<file path="config.mk">
export PLATFORM = sky130hd
export DESIGN_NAME = counter_sched
export DESIGN_NICKNAME = d
export VERILOG_FILES = /design/src/rtl/counter_sched.sv
export SDC_FILE = /design/constraint.sdc
export NUM_CORES = 1
export LEC_CHECK = 0
export BUFFER_PORTS_ARGS = -buffer_cell sky130_fd_sc_hd__buf_2
export CAP_MARGIN = 5
export CORE_AREA = 2 2 60 62
export CTS_CLUSTER_SIZE = 12
export DETAILED_ROUTE_END_ITERATION = 8
export DIE_AREA = 0 0 62 64
export MAX_ROUTING_LAYER = met4
export PLACE_DENSITY = 0.82
export SETUP_SLACK_MARGIN = 0.02
export SKIP_CTS_REPAIR_TIMING = 1
export SLEW_MARGIN = 10
export SYNTH_ARGS = -nofsm -noshare
export SYNTH_HDL_FRONTEND = slang
export SYNTH_SLANG_ARGS = --single-unit
</file>
<file path="constraint.sdc">
create_clock -name clk -period 2.04 [get_ports clk]
set_input_delay 0.204 -clock clk [delete_from_list [all_inputs] [get_ports clk]]
set_output_delay 0.204 -clock clk [all_outputs]
set_load 0.005 [all_outputs]
</file>
<file path="src/rtl/counter_sched.sv">
// Programmable up/down timer/scheduler with a valid/ready config port and a terminal-count tick.
// Latency: count is visible one edge after start; one-shot tick/done arrive P+1 edges after start.
// Backpressure: cfg_ready is low while counting (RUN/PAUSE); config offers there are not taken.
// Optional feature macro: COUNTER_SCHED_PRESCALE_EN adds cfg_prescale, so a step occurs every cfg_prescale+1 cycles.
module counter_sched #(
    parameter int N  = 8,
    parameter int PW = 4
) (
    input  logic          clk,
    input  logic          rst_n,
    input  logic          cfg_valid,
    output logic          cfg_ready,
    input  logic [N-1:0]  cfg_period,
    input  logic          cfg_dir,
    input  logic          cfg_mode,
`ifdef COUNTER_SCHED_PRESCALE_EN
    input  logic [PW-1:0] cfg_prescale,
`endif
    input  logic          start,
    input  logic          stop,
    input  logic          pause,
    output logic [N-1:0]  count,
    output logic          busy,
    output logic          tick,
    output logic          done
);

    localparam logic [1:0] ST_IDLE  = 2'd0;
    localparam logic [1:0] ST_RUN   = 2'd1;
    localparam logic [1:0] ST_PAUSE = 2'd2;
    localparam logic [1:0] ST_DONE  = 2'd3;

    localparam logic [N-1:0] CNT_ZERO = '0;
    localparam logic [N-1:0] CNT_ONE  = N'(1);

    // Degenerate widths make no sense for either the counter or the prescaler.
    if (N < 1 || PW < 1) begin : g_param_chk
        $error("counter_sched: N and PW must both be at least 1");
    end

    logic [1:0]   state_q, state_d;
    logic [N-1:0] count_q, count_d;
    logic         tick_q, tick_d;
    logic         done_q, done_d;
    logic [N-1:0] per_q, per_d;
    logic         dir_q, dir_d;
    logic         mode_q, mode_d;

    logic cfg_acc;
    logic counting;
    logic start_ok;
    logic step_hit;
    logic at_term;

    // The config port is only open while no count is in progress.
    assign cfg_ready = (state_q == ST_IDLE) || (state_q == ST_DONE);
    assign counting  = (state_q == ST_RUN) || (state_q == ST_PAUSE);
    assign cfg_acc   = cfg_valid && cfg_ready;
    assign start_ok  = !stop && start && cfg_ready;

`ifdef COUNTER_SCHED_PRESCALE_EN
    logic [PW-1:0] pre_q, pre_d;
    logic [PW-1:0] psc_q, psc_d;

    // Prescaler: divides the RUN cycles into steps; frozen while pause is held.
    always_comb begin
        pre_d    = cfg_acc ? cfg_prescale : pre_q;
        psc_d    = psc_q;
        step_hit = 1'b0;
        if (stop || start_ok) begin
            psc_d = '0;
        end else if (counting && !pause) begin
            if (psc_q == pre_q) begin
                psc_d    = '0;
                step_hit = 1'b1;
            end else begin
                psc_d = psc_q + PW'(1);
            end
        end
    end

    // Prescaler registers.
    always_ff @(posedge clk or negedge rst_n) begin
        if (!rst_n) begin
            pre_q <= '0;
            psc_q <= '0;
        end else begin
            pre_q <= pre_d;
            psc_q <= psc_d;
        end
    end
`else
    // Without a prescaler every unpaused RUN cycle is a step.
    assign step_hit = counting && !pause;
`endif

    // Terminal value depends on direction: P when counting up, 0 when counting down.
    assign at_term = dir_q ? (count_q == CNT_ZERO) : (count_q == per_q);

    // Main sequencer: stop > start > pause > step.
    always_comb begin
        state_d = state_q;
        count_d = count_q;
        tick_d  = 1'b0;
        done_d  = done_q;
        per_d   = cfg_acc ? cfg_period : per_q;
        dir_d   = cfg_acc ? cfg_dir    : dir_q;
        mode_d  = cfg_acc ? cfg_mode   : mode_q;

        if (stop) begin
            state_d = ST_IDLE;
            count_d = CNT_ZERO;
            done_d  = 1'b0;
        end else if (start_ok) begin
            // A config taken on this same edge is already visible through *_d.
            state_d = ST_RUN;
            count_d = dir_d ? per_d : CNT_ZERO;
            done_d  = 1'b0;
        end else if (counting) begin
            if (pause) begin
                state_d = ST_PAUSE;
            end else begin
                // Leaving PAUSE steps on the same edge, so a pause held for k edges
                // delays the schedule by exactly k edges.
                state_d = ST_RUN;
                if (step_hit) begin
                    if (at_term) begin
                        tick_d = 1'b1;
                        if (mode_q) begin
                            count_d = dir_q ? per_q : CNT_ZERO;
                        end else begin
                            state_d = ST_DONE;
                            done_d  = 1'b1;
                        end
                    end else begin
                        count_d = dir_q ? (count_q - CNT_ONE) : (count_q + CNT_ONE);
                    end
                end
            end
        end
    end

    // State, count, outputs and shadow config registers.
    always_ff @(posedge clk or negedge rst_n) begin
        if (!rst_n) begin
            state_q <= ST_IDLE;
            count_q <= '0;
            tick_q  <= 1'b0;
            done_q  <= 1'b0;
            per_q   <= '0;
            dir_q   <= 1'b0;
            mode_q  <= 1'b0;
        end else begin
            state_q <= state_d;
            count_q <= count_d;
            tick_q  <= tick_d;
            done_q  <= done_d;
            per_q   <= per_d;
            dir_q   <= dir_d;
            mode_q  <= mode_d;
        end
    end

    assign count = count_q;
    assign busy  = counting;
    assign tick  = tick_q;
    assign done  = done_q;

endmodule
</file>
==> reports/results.tsv <==
metric	value	unit
initial core utilization	0.494	
maximum root-to-sink buffer count	2	
IO Port Bufs	27	
period utilisation layout	1.02	
Setup-failing EPs final	2	
initial antenna violation count	0	
first-pass detailed-route iteration total	5	
Slew headroom	0.661	
WHS	0.0758	ns
DRC	0	
Std-Cell Rows	21	
Leakage Power	0.995	nW
post-route ant nets	0	
I/O pins	28	
crit path capture type	flop	
pwr/cell area	1410	mW/mm2
FILL cells	258	
VDD IR max	0.706	mV
final-stage net count	251	
most frequent cells in the layout	buf_4 (29), buf_2 (27), dfrtp_1 (13)	
global-route wire length before repair	7.07	mm
largest net degree at the start of global routing	23	
highest clock rate	482	MHz
Layout area overhead	35.0	%
Die Y	64	um
post-synthesis register bit count	22	
vias in the first global route	1441	
pins over their slew limit	0	
die width	62	um
max-cap viol count	0	
worst hold path class	primary input to flop	
Async SR Flop Fraction	1.00	
CTS clk-pin slew, worst paths	0.13	ns
Setup CP Type	flop to flop	
pre-CTS worst setup slack	-0.00971	ns
Mapped Nets	193	
synth unique cells	51	
vias	1661	
RSZ-0062 raised after global routing	true	
clk_skew	0.00103	ns
crit path launch type	flop	
status	finished with violations	
Clk Tree Root Cell	clkbuf_4	
die area	0.00397	mm2
WP data arrival	2.30	ns
CTS buffer count	3	
Inst Count DP	259	
sequential fraction of the synthesis area	0.339	
failing checks	negative setup slack	
Ys Warns	0	
diode count	0	
Finished Cell Area	0.00219	mm2
WP data required	2.27	ns
Final WS setup	-0.0337	ns
Core Footprint	0.00328	mm2
GP Congestion	0.941	
final worst path period need	2.07	ns
syn_area_per_cell	9.55	um2
final hold viol count	0	
Sink Count	22	
Placed Area	0.00196	mm2
non-filler cells, final	273	
DR WL/cell	18.0	um
synthesized area	0.00162	mm2
htree depth	1	
CP max FO	6	
EDFF count, synth	0	
share of layout cells above drive strength 1	0.480	
initial DRC count	125	
Total GRT Usage	0.248	
CTS tree	done	
clock latency at the later pin of the worst-skew pair	0.32	ns
Slew @ Worst Pin	0.508	ns
Post-Route WL	4.91	mm
Cells after Synth	170	
register area	562	um2
commonest non-fill, non-tap cell in the layout	buf_4	
GRT Residual Overflow	0	
multi-input combinational cell area	0.00113	mm2
dpl hpwl	3.23	mm
Post-synth top flop	dfrtp_1	
via/cell ratio	6.08	
TNS Setup	-0.0560	ns
[layer usage]
| metal | part of all wire | vias up | wire length [um] | GRT usage |
|---|---|---|---|---|
| li1 | - | 769 | - | - |
| met1 | 0.43 | 802 | 2110 | 0.387 |
| met2 | 0.47 | 76 | 2330 | 0.336 |
| met3 | 0.068 | 14 | 336 | 0.0142 |
| met4 | 0.028 | 0 | 138 | 0.0878 |
| met5 | 0 | - | 0 | - |
[flip-flops by register name (all words and copies together), names as in the netlist]
register	cells
done	1
mode_q	1
tick	1
dir_q	1
state_q	2
per_q	8
count	8
[through the flow]
step           power [mW]   util
2_1_floorplan        1.83      -
3_3_place_gp         2.36  0.597
3_5_place_dp         2.39  0.597
4_1_cts              2.66  0.608
5_1_grt              3.28  0.667
6_report             3.09  0.667
[synthesized netlist by cell type, types with 2 or more instances]
cell type / n / area (um2)
nor3_1: 4 / 20.0
a32o_1: 3 / 30.0
and2_1: 2 / 12.5
inv_1: 7 / 26.3
xor2_1: 2 / 17.5
mux2_1: 2 / 22.5
nand2_1: 9 / 33.8
nor2_1: 4 / 15.0
a21boi_0: 3 / 22.5
dfrtp_1: 22 / 551
buf_2: 3 / 15.0
xnor2_1: 9 / 78.8
ha_1: 6 / 75.1
o211ai_1: 2 / 15.0
o2bb2ai_1: 2 / 17.5
or3_1: 2 / 12.5
a21o_1: 4 / 30.0
nand3_1: 8 / 40.0
o21ai_0: 12 / 60.1
mux2i_1: 2 / 20.0
mux2_2: 10 / 113
o31ai_1: 6 / 45.0
nand4_1: 6 / 37.5
and3_1: 3 / 18.8
a21oi_1: 11 / 55.1
[cells by family after synthesis]
kind of cell	after synthesis	share of synthesized area
fa+ha+maj	7	0.0586
compound gates	54	0.223
simple gates	48	0.180
mux	14	0.0955
flops	22	0.339
buf+inv	13	0.0347
xor+xnor	12	0.0693
[cell type report]
type | instances | area share
sequential | 22 | 0.256
timing repair buffer | 58 | 0.171
inverter | 8 | 0.0137
multi-input combinational | 135 | 0.517
clock buffer | 4 | 0.0166
tap | 46 | 0.0263
[worst max-delay path: stages (launching register included)]
cell,delay (ns)
dfrtp_2,0.50
xnor2_2,0.24
nand3_2,0.15
buf_4,0.17
or3_4,0.39
a32o_2,0.27
mux2_2,0.25
[final timing paths]
path	start	end	slack, ns	depth (start not counted)
max in group asynchronous	rst_n	count[1]	1.29	2
setup reg to reg	count[5]	count[4]	-0.03	6
setup / recovery	count[5]	count[4]	-0.03	6
min in group asynchronous	rst_n	state_q[0]	0.38	2
hold / removal	cfg_mode	mode_q	0.08	3
hold reg to reg	done	done	0.52	2
[report_power, final]
group	switching [mW]	internal (mW)
clock	0.150	0.109
sequential	0.263	0.584
combinational	0.969	1.02
total	1.38	1.71
No activity file was read; power rests on OpenSTA's default activity.
